==> src/rtl/cam_pixel_writer.sv <==
// OV7670 capture back end: packs RGB565 byte pairs into RGB444 pixels and writes them to the frame buffer.
// Optional build macro CAPTURE_DOWNSCALE_EN selects 2x2 decimated storage instead of full resolution.
module cam_pixel_writer #(
    parameter int H_ACTIVE = 640,
    parameter int V_ACTIVE = 480,
    parameter int ADDR_W   = 19
) (
    input  logic              CLK,
    input  logic              RST,
    input  logic              START,
    input  logic              VSYNC,
    input  logic              HREF,
    input  logic              PCLK,
    input  logic [7:0]        D,
    input  logic [9:0]        PIXEL_COLUMN,
    output logic              WE,
    output logic [ADDR_W-1:0] WADDR,
    output logic [11:0]       WDATA,
    output logic [8:0]        ROW,
    output logic              FRAME_DONE,
    output logic              BUSY
);

    typedef enum logic [1:0] {IDLE, SYNC, CAPTURE} state_t;
    typedef enum logic {BYTE1, BYTE2} phase_t;

    localparam logic [31:0] H_LIM   = 32'(H_ACTIVE);
    localparam logic [31:0] V_LIM   = 32'(V_ACTIVE);
    localparam logic [8:0]  ROW_MAX = 9'd511;

    state_t            state;
    phase_t            phase;
    logic              vsync_d;
    logic              href_d;
    logic              pclk_d;
    logic [7:0]        b1;
    logic              line_has_pix;
    logic [ADDR_W-1:0] line_base;

    logic              byte_edge;
    logic              line_end;
    logic              vs_rise;
    logic              vs_fall;
    logic              href_idle;
    logic              in_bounds;
    logic              write_ok;
    logic              advance_base;
    logic [ADDR_W-1:0] col_ext;
    logic [ADDR_W-1:0] write_addr;
    logic [ADDR_W-1:0] line_step;

    assign byte_edge = !pclk_d && PCLK && HREF && href_d;
    assign line_end  = href_d && !HREF;
    assign vs_rise   = !vsync_d && VSYNC;
    assign vs_fall   = vsync_d && !VSYNC;
    assign href_idle = !HREF && !href_d;

    // Bounds are always judged on full-resolution indices, even when decimating.
    assign col_ext   = ADDR_W'(PIXEL_COLUMN);
    assign in_bounds = (32'(PIXEL_COLUMN) < H_LIM) && (32'(ROW) < V_LIM);

`ifdef CAPTURE_DOWNSCALE_EN
    assign write_ok     = in_bounds && !PIXEL_COLUMN[0] && !ROW[0];
    assign write_addr   = line_base + (col_ext >> 1);
    assign line_step    = ADDR_W'(H_ACTIVE / 2);
    assign advance_base = !ROW[0];
`else
    assign write_ok     = in_bounds;
    assign write_addr   = line_base + col_ext;
    assign line_step    = ADDR_W'(H_ACTIVE);
    assign advance_base = 1'b1;
`endif

    always_ff @(posedge CLK) begin
        if (RST) begin
            state        <= IDLE;
            phase        <= BYTE1;
            vsync_d      <= 1'b0;
            href_d       <= 1'b0;
            pclk_d       <= 1'b0;
            b1           <= 8'h00;
            line_has_pix <= 1'b0;
            line_base    <= '0;
            WE           <= 1'b0;
            WADDR        <= '0;
            WDATA        <= 12'h000;
            ROW          <= 9'd0;
            FRAME_DONE   <= 1'b0;
            BUSY         <= 1'b0;
        end else begin
            vsync_d    <= VSYNC;
            href_d     <= HREF;
            pclk_d     <= PCLK;
            WE         <= 1'b0;
            FRAME_DONE <= 1'b0;

            case (state)
                IDLE: begin
                    if (START) state <= SYNC;
                end

                // A frame already under way is skipped; capture only begins on a clean VSYNC fall.
                SYNC: begin
                    if (vs_fall) begin
                        ROW          <= 9'd0;
                        line_base    <= '0;
                        phase        <= BYTE1;
                        line_has_pix <= 1'b0;
                        BUSY         <= 1'b1;
                        state        <= CAPTURE;
                    end
                end

                CAPTURE: begin
                    if (href_idle) begin
                        phase <= BYTE1;
                    end else if (byte_edge) begin
                        if (phase == BYTE1) begin
                            b1    <= D;
                            phase <= BYTE2;
                        end else begin
                            phase        <= BYTE1;
                            line_has_pix <= 1'b1;
                            WDATA        <= {b1[7:4], b1[2:0], D[7], D[4:1]};
                            WE           <= write_ok;
                            if (write_ok) WADDR <= write_addr;
                        end
                    end

                    // Lines that never completed a pixel are HREF glitches and do not count.
                    if (line_end) begin
                        line_has_pix <= 1'b0;
                        if (line_has_pix && ROW != ROW_MAX) begin
                            ROW <= ROW + 9'd1;
                            if (advance_base) line_base <= line_base + line_step;
                        end
                    end

                    if (vs_rise) begin
                        FRAME_DONE <= 1'b1;
                        BUSY       <= 1'b0;
                        state      <= START ? SYNC : IDLE;
                    end
                end

                default: state <= IDLE;
            endcase
        end
    end

endmodule

==> config.mk <==
export PLATFORM = sky130hd
export DESIGN_NAME = cam_pixel_writer
export DESIGN_NICKNAME = d
export VERILOG_FILES = /design/src/rtl/cam_pixel_writer.sv
export SDC_FILE = /design/constraint.sdc
export NUM_CORES = 1
export LEC_CHECK = 0
export BUFFER_PORTS_ARGS = -buffer_cell sky130_fd_sc_hd__buf_4
export CORE_ASPECT_RATIO = 0.75
export CORE_MARGIN = 5
export CORE_UTILIZATION = 54
export CTS_CLUSTER_DIAMETER = 60
export DETAILED_ROUTE_END_ITERATION = 16
export GPL_TIMING_DRIVEN = 0
export PLACE_DENSITY = 0.79
export SYNTH_ARGS = -nofsm -noshare
export SYNTH_HDL_FRONTEND = slang
export SYNTH_SLANG_ARGS = --single-unit
==> constraint.sdc <==
create_clock -name CLK -period 2.65 [get_ports CLK]
set_input_delay 0.1325 -clock CLK [delete_from_list [all_inputs] [get_ports CLK]]
set_output_delay 0.1325 -clock CLK [all_outputs]
set_load 0.05 [all_outputs]
### After elaboration in Yosys (flattened, before gate mapping)

Cells that the tools add are included.

* equal/unequal tests: 12
* divide/modulo/power cells: 0
* $add $sub $neg: 3
* shift operators: 0
* magnitude comparators: 2
* muxes and demuxes: 27
* reduce and logical (&&, ||, !) cells: 26
* bitwise gates (word level): 4
* $mul: 0

Operators by type and width (count)
* 19-bit 2-to-1 mux: 3
* 19-bit one-hot mux with 2 select lines: 1
* 9-bit 2-to-1 mux: 3
* 19-bit by 10-bit adder with 19-bit output: 1
* 19-bit by 10-bit adder with 19-bit output (second input constant): 1
* 9-bit one-hot mux with 2 select lines: 1
* 1-bit 2-to-1 mux: 12
* 3-bit inequality test (second input constant): 4
* 4-bit AND reduction: 3
* 10-bit < comparator (second input constant): 1
* 2-bit inequality test (second input constant): 5
* 5-bit AND reduction: 2
* 9-bit by 1-bit adder with 9-bit output (second input constant): 1
* 1-bit logical AND: 9
* 9-bit < comparator (second input constant): 1
* 9-bit inequality test (second input constant): 1
* 3-bit AND reduction: 3
* 2-bit 2-to-1 mux: 3
* 1-bit one-hot mux with 2 select lines: 3
* 2-bit one-hot mux with 3 select lines: 1
* 1-bit zero test: 5
* 5-bit OR reduction: 1
* 1-bit inverter: 4
* 2-bit by 1-bit equality test with 1-bit output (second input constant): 1
* 4 further kinds: 4

* word-level logic and storage cells: 88
* output and inout bits: 43
* memories: 0
* bits in registers: 77
* bits of input ports: 24
* memory bits (read-only): 0
* RAM bits: 0
* bits in latches: 0

### Depth between registers and ports, before layout

* depth after elaboration: 8
* mapped depth: 10
* depth with buffers taken out: 8

### Worst setup path after synthesis

Ideal clock, no wire load.

* path type: reg2reg
* start: reg ROW[0]
* end: reg ROW[7]
* arrival: 2.368 ns
* setup time: 0.070 ns
* buffers on the path: 2
* period minus slack after synthesis: 2.439 ns
* setup slack: 0.211 ns
* cell stages (with the launch flop): 11
* data required time: 2.580 ns
* cell sequence: dfxtp_1 ha_1 nand4_1 nor2_1 ha_1 nand2b_1 o21a_1 clkbuf_1 buf_2 o31ai_1 a21oi_1

* word-level cells in the longest chain between the ends: 4
* elaborated cells on any way between the ends: 8
* those cells by class: add/sub: 1; eq/ne: 2; mux: 3; reduce/logical: 2

Ends and longest elaborated chain
* start: declaration: line 19 `output logic [8:0] ROW,`
* start signal: assignment: line 134 `ROW <= ROW + 9'd1;`
* 9-bit by 1-bit adder with 9-bit output / 9-bit inequality test (equally long branches): line 134, 133
* 9-bit 2-to-1 mux / 1-bit logical AND (equally long branches): line 133 `if (line_has_pix && ROW != ROW_MAX) begin`
* 9-bit 2-to-1 mux / 2-bit inequality test (equally long branches)
* 9-bit one-hot mux with 2 select lines / 4-bit AND reduction (equally long branches)

Parallel ways exist; a longest one is shown, timed or not. The select of a mux whose other input is x is not followed.
A chain may end at the register's enable or synchronous reset.

### Worst setup path after layout

* start: reg ROW[0]
* end: reg line_base[15]

* word-level cells in the longest chain between the ends: 4

Ends and longest elaborated chain
* 9-bit inequality test: line 133
* 1-bit logical AND: line 133
* 2-bit inequality test (no line)
* 4-bit AND reduction (no line)
* end signal: assignment: line 135 `if (advance_base) line_base <= line_base + line_step;`
* end: declaration: line 38 `logic [ADDR_W-1:0] line_base;`

Every way passes these cells.

==> metrics.log <==
[metrics] total gr overflow: 0
[metrics] count of max-cap constraint violations: 0
[metrics] Iteration-0 DRC Markers: 166
[metrics] fin crit share: 0.920
[metrics] class of the most critical hold timing path: primary input to register
[metrics] Achievable Freq: 410 MHz
[metrics] total of flip-flops plus latches after synthesis: 69
[metrics] delay of the slowest cell on the worst path: around 0.36 ns
[metrics] startpoint of the worst-slack reg-to-reg timing path: ROW[0]
[metrics] maximum ir drop on the vdd rail: 0.382 mV
[metrics] sequential share of the synthesized area: 0.452
[metrics] average via count per standard cell: 5.82
[metrics] number of flops mapped to enable cells by yosys: 0
[metrics] Hold Vio Cnt, Final: 0
[metrics] final critical path time including I/O delays and setup: 2.44 ns
[metrics] length of the first detailed-routing pass in iterations: 5
[metrics] Design Power: 2080 µW
[metrics] type of the worst setup path: register to register
[metrics] max_slew headroom: 0.570
[metrics] cts bufs inserted: 9
[metrics] Slowest-stage cell, CP: dfxtp_1
[metrics] gate count after technology mapping: 358
[metrics] Setup Fix Bufs, Post-CTS: 0
[metrics] layout cells sized above 1: 0.198
[metrics] flop-to-flop setup slack: 0.21 ns
[metrics] half-perimeter wire length after detailed placement: 5.70 mm
[metrics] kind of capture point of the worst setup path: register
[metrics] antenna violations before repair: 0
[metrics] most instantiated flip-flop cell in the synthesis netlist: dfxtp_1
[metrics] synthesized area: 0.00305 mm²
[metrics] part of the power in registers: 0.503
[metrics] vias after detailed routing: ~3,000
[metrics] share of flip-flops with an asynchronous set or reset after synthesis: 0
[metrics] crit start category: register
[metrics] Critical Path Most Common Cell: ha_1
[metrics] number of port buffers: between 60 and 70
[metrics] Clk Latency, worst-skew pair: 0.35 ns
[metrics] Max clock buf depth: 2
[metrics] total detailed-routing wirelength: slightly below 8 mm
[metrics] Cell Pwr Density: 539 mW/mm²
[metrics] Critical R2R Capture: line_base[15]
[metrics] die footprint: 0.00727 mm²
[metrics] number of cells on the worst hold path: 2
[metrics] I/O pin cnt: 67
[metrics] cell depth of the worst flop-to-flop path: 10
[metrics] setup skew after layout: 0.00854 ns
[metrics] P_int: between 1500 and 2000 µW
[metrics] biggest fanout along the worst timing path: 10
[metrics] average instance area after synthesis: approximately 8.5 µm²
[metrics] clock network fraction of design power: 0.445
[metrics] switching share of power: 0.224
[metrics] TritonCTS clock tree: done
[metrics] number of cells on the critical path: 10
[metrics] unrepaired setup endpoints after global routing: false
[metrics] Total Negative Setup Slacks: 0 ns
[metrics] total DRC errors in the routed layout: 0
[metrics] count of cell types in the netlist: 42
[metrics] starting utilization of the core area: 0.564
[metrics] H-tree depth reported by CTS: 3
[metrics] number of sinks handled by clock tree synthesis: 69
[metrics] number of diodes added for antenna fixing: 0
[metrics] die span in x: 96.8 µm
[metrics] combinational share of power: 0.052
[metrics] pin count of the biggest net entering global routing: 13
[metrics] transition time of the tightest slew-check pin: approximately 0.64 ns
[metrics] critical-path cell list: ha_1 -> nand4_1 -> nor2_1 -> ha_1 -> nand2b_1 -> o21a_2 -> clkbuf_2 -> clkbuf_4 -> o31ai_1 -> a21oi_1
[metrics] nets: 466
[metrics] Reg clk slew, reported paths: around 0.080 ns
[metrics] area inside the core boundary: between 0.005 and 0.006 mm²
[metrics] CTS-repair resized insts: 0
[metrics] standard-cell rows: 23
[metrics] clock root cell: clkbuf_8
[metrics] ANT nets after route: 0
[metrics] capturing element of the worst setup path: line_base[15]
[metrics] CP Launch Point: ROW[0]
[metrics] hold buffer count at cts: 0
[metrics] critical path required time: 2.86 ns
[metrics] critical path data arrival time: about 2.6 ns
[metrics] buffering stage count on the worst path with inverters included: 2
[metrics] first-pass GRT wire length: roughly 13 mm
[metrics] instance count after placement with tap cells included: 499
[metrics] Final setup viols: 0
[metrics] count of warnings emitted by yosys: 0
[metrics] Mapped Nets: 389
[metrics] wire length per cell: ~15 µm
[metrics] chip height: 75.1 µm
[metrics] number of global-route vias before repair: approximately 2,700
[metrics] Net Switching: 467 µW
[metrics] static leakage power: 0.00142 µW
[metrics] placer congestion estimate: 0.821
[metrics] top cell family by delay on the critical path: compound AO/OA/AOI/OAI gates
[metrics] signed area change from the synthesized netlist to the final layout: 26.5%
[metrics] final cell count without fillers: 515
[metrics] Max Slew Vio Count: 0
[metrics] overall fraction of global-route tracks in use: 0.217
[metrics] status: completed
flip-flops by register name, indices dropped and copies added, names as in the netlist:
register,flops
line_has_pix,1
state,2
WE,1
WDATA,12
line_base,12
phase,1
WADDR,19
ROW,9
href_d,1
FRAME_DONE,1
BUSY,1
vsync_d,1
pclk_d,1
b1,7
area by class of cell:
class | count | area (µm²)
fill | 442 | 1550
sequential | 69 | 1380
timing repair buffer | 66 | 495
clock inverter | 6 | 87.6
tap | 75 | 93.8
buffer | 22 | 90.1
multi-input combinational | 262 | 1570
clock buffer | 10 | 128
inverter | 5 | 18.8
cell usage in the layout, fill, tap and decap left out, types with 13 or more instances in the layout:
master,n
or4_1,15
nand3_1,16
nand2_1,35
dfxtp_1,69
clkbuf_1,17
nor2_1,17
o21ai_1,14
a21oi_1,56
o31ai_1,13
buf_4,66
power by group through the flow:
stage | Clock (µW) | Sequential, µW | Combinational, µW
floorplan | 0 | 1070 | 52.5
global placement | 0 | 1070 | 105
detailed placement | 0 | 1070 | 105
CTS | 934 | 1050 | 106
global route | 974 | 1050 | 119
finish | 926 | 1050 | 108
cells by family (layout without fill, tap and decap cells):
kind of cell,count (synthesis),in the layout,synth area share
other,1,1,0.00123
multiplexers,7,7,0.0230
flip-flops,69,69,0.452
AND/OR/NAND/NOR,127,127,0.223
XOR/XNOR,9,9,0.0258
buffers and inverters,27,109,0.0344
adder cells (fa/ha/maj),7,7,0.0287
AO/OA/AOI/OAI,111,111,0.212
worst min-delay path by stage:
stage / slack [ns] / to / from
6_report: 0.01 / pclk_d / PCLK
5_1_grt: 0.02 / b1[5] / D[5]
4_1_cts: 0.004 / pclk_d / PCLK
3_5_place_dp: 0.36 / pclk_d / PCLK
3_3_place_gp: 0.36 / pclk_d / PCLK
2_1_floorplan: 0.26 / pclk_d / PCLK
per-layer routing:
layer / part of all wire / up-vias / wire length, µm / global-route usage
met5: 0 / - / 0 / 0
met4: 0.012 / 0 / 95 / 0.0592
met3: 0.070 / 13 / 543 / 0.0694
met2: 0.45 / 123 / 3470 / 0.336
met1: 0.47 / 1383 / 3680 / 0.295
li1: - / 1478 / - / -
synth_stat cells (2+ instances only):
master | number | area [µm²]
or4_1 | 15 | 113
or3_1 | 6 | 37.5
nor3_1 | 8 | 40.0
o21a_1 | 2 | 15.0
inv_1 | 5 | 18.8
nand3_1 | 16 | 80.1
o21ai_1 | 14 | 70.1
nand4_1 | 8 | 50.1
a21oi_1 | 56 | 280
o21ai_0 | 8 | 40.0
nand2b_1 | 5 | 31.3
xnor2_1 | 7 | 61.3
nor2_1 | 17 | 63.8
nand4bb_1 | 2 | 22.5
buf_2 | 3 | 15.0
buf_1 | 2 | 7.51
clkbuf_1 | 17 | 63.8
a211oi_1 | 8 | 60.1
o31ai_1 | 13 | 97.6
nor2b_1 | 5 | 31.3
a311oi_1 | 4 | 35.0
nand2_1 | 35 | 131
and2_1 | 2 | 12.5
dfxtp_1 | 69 | 1380
ha_1 | 7 | 87.6
mux2i_1 | 7 | 70.1
xor2_1 | 2 | 17.5
worst reg2reg max path, stage by stage (launching register included):
cell and delay, ns:
dfxtp_1 0.36, ha_1 0.24, nand4_1 0.15, nor2_1 0.08, ha_1 0.17, nand2b_1 0.19
o21a_2 0.30, clkbuf_2 0.20, clkbuf_4 0.22, o31ai_1 0.28, a21oi_1 0.10
per-stage QoR:
| stage | util | hold slack (ns) | worst slack [ns] | instance area, µm² |
|---|---|---|---|---|
| CTS | 0.713 | 0.00419 | 0.0455 | 3860 |
| global route | 0.714 | 0.0182 | 0.0168 | 3860 |
| global placement | 0.673 | 0.363 | 0.148 | 3640 |
| detailed placement | 0.673 | 0.364 | 0.0837 | 3640 |
| floorplan | - | 0.261 | 0.211 | 3050 |
| finish | 0.714 | 0.0145 | 0.212 | 3860 |
(Power assumes the default switching activity.)
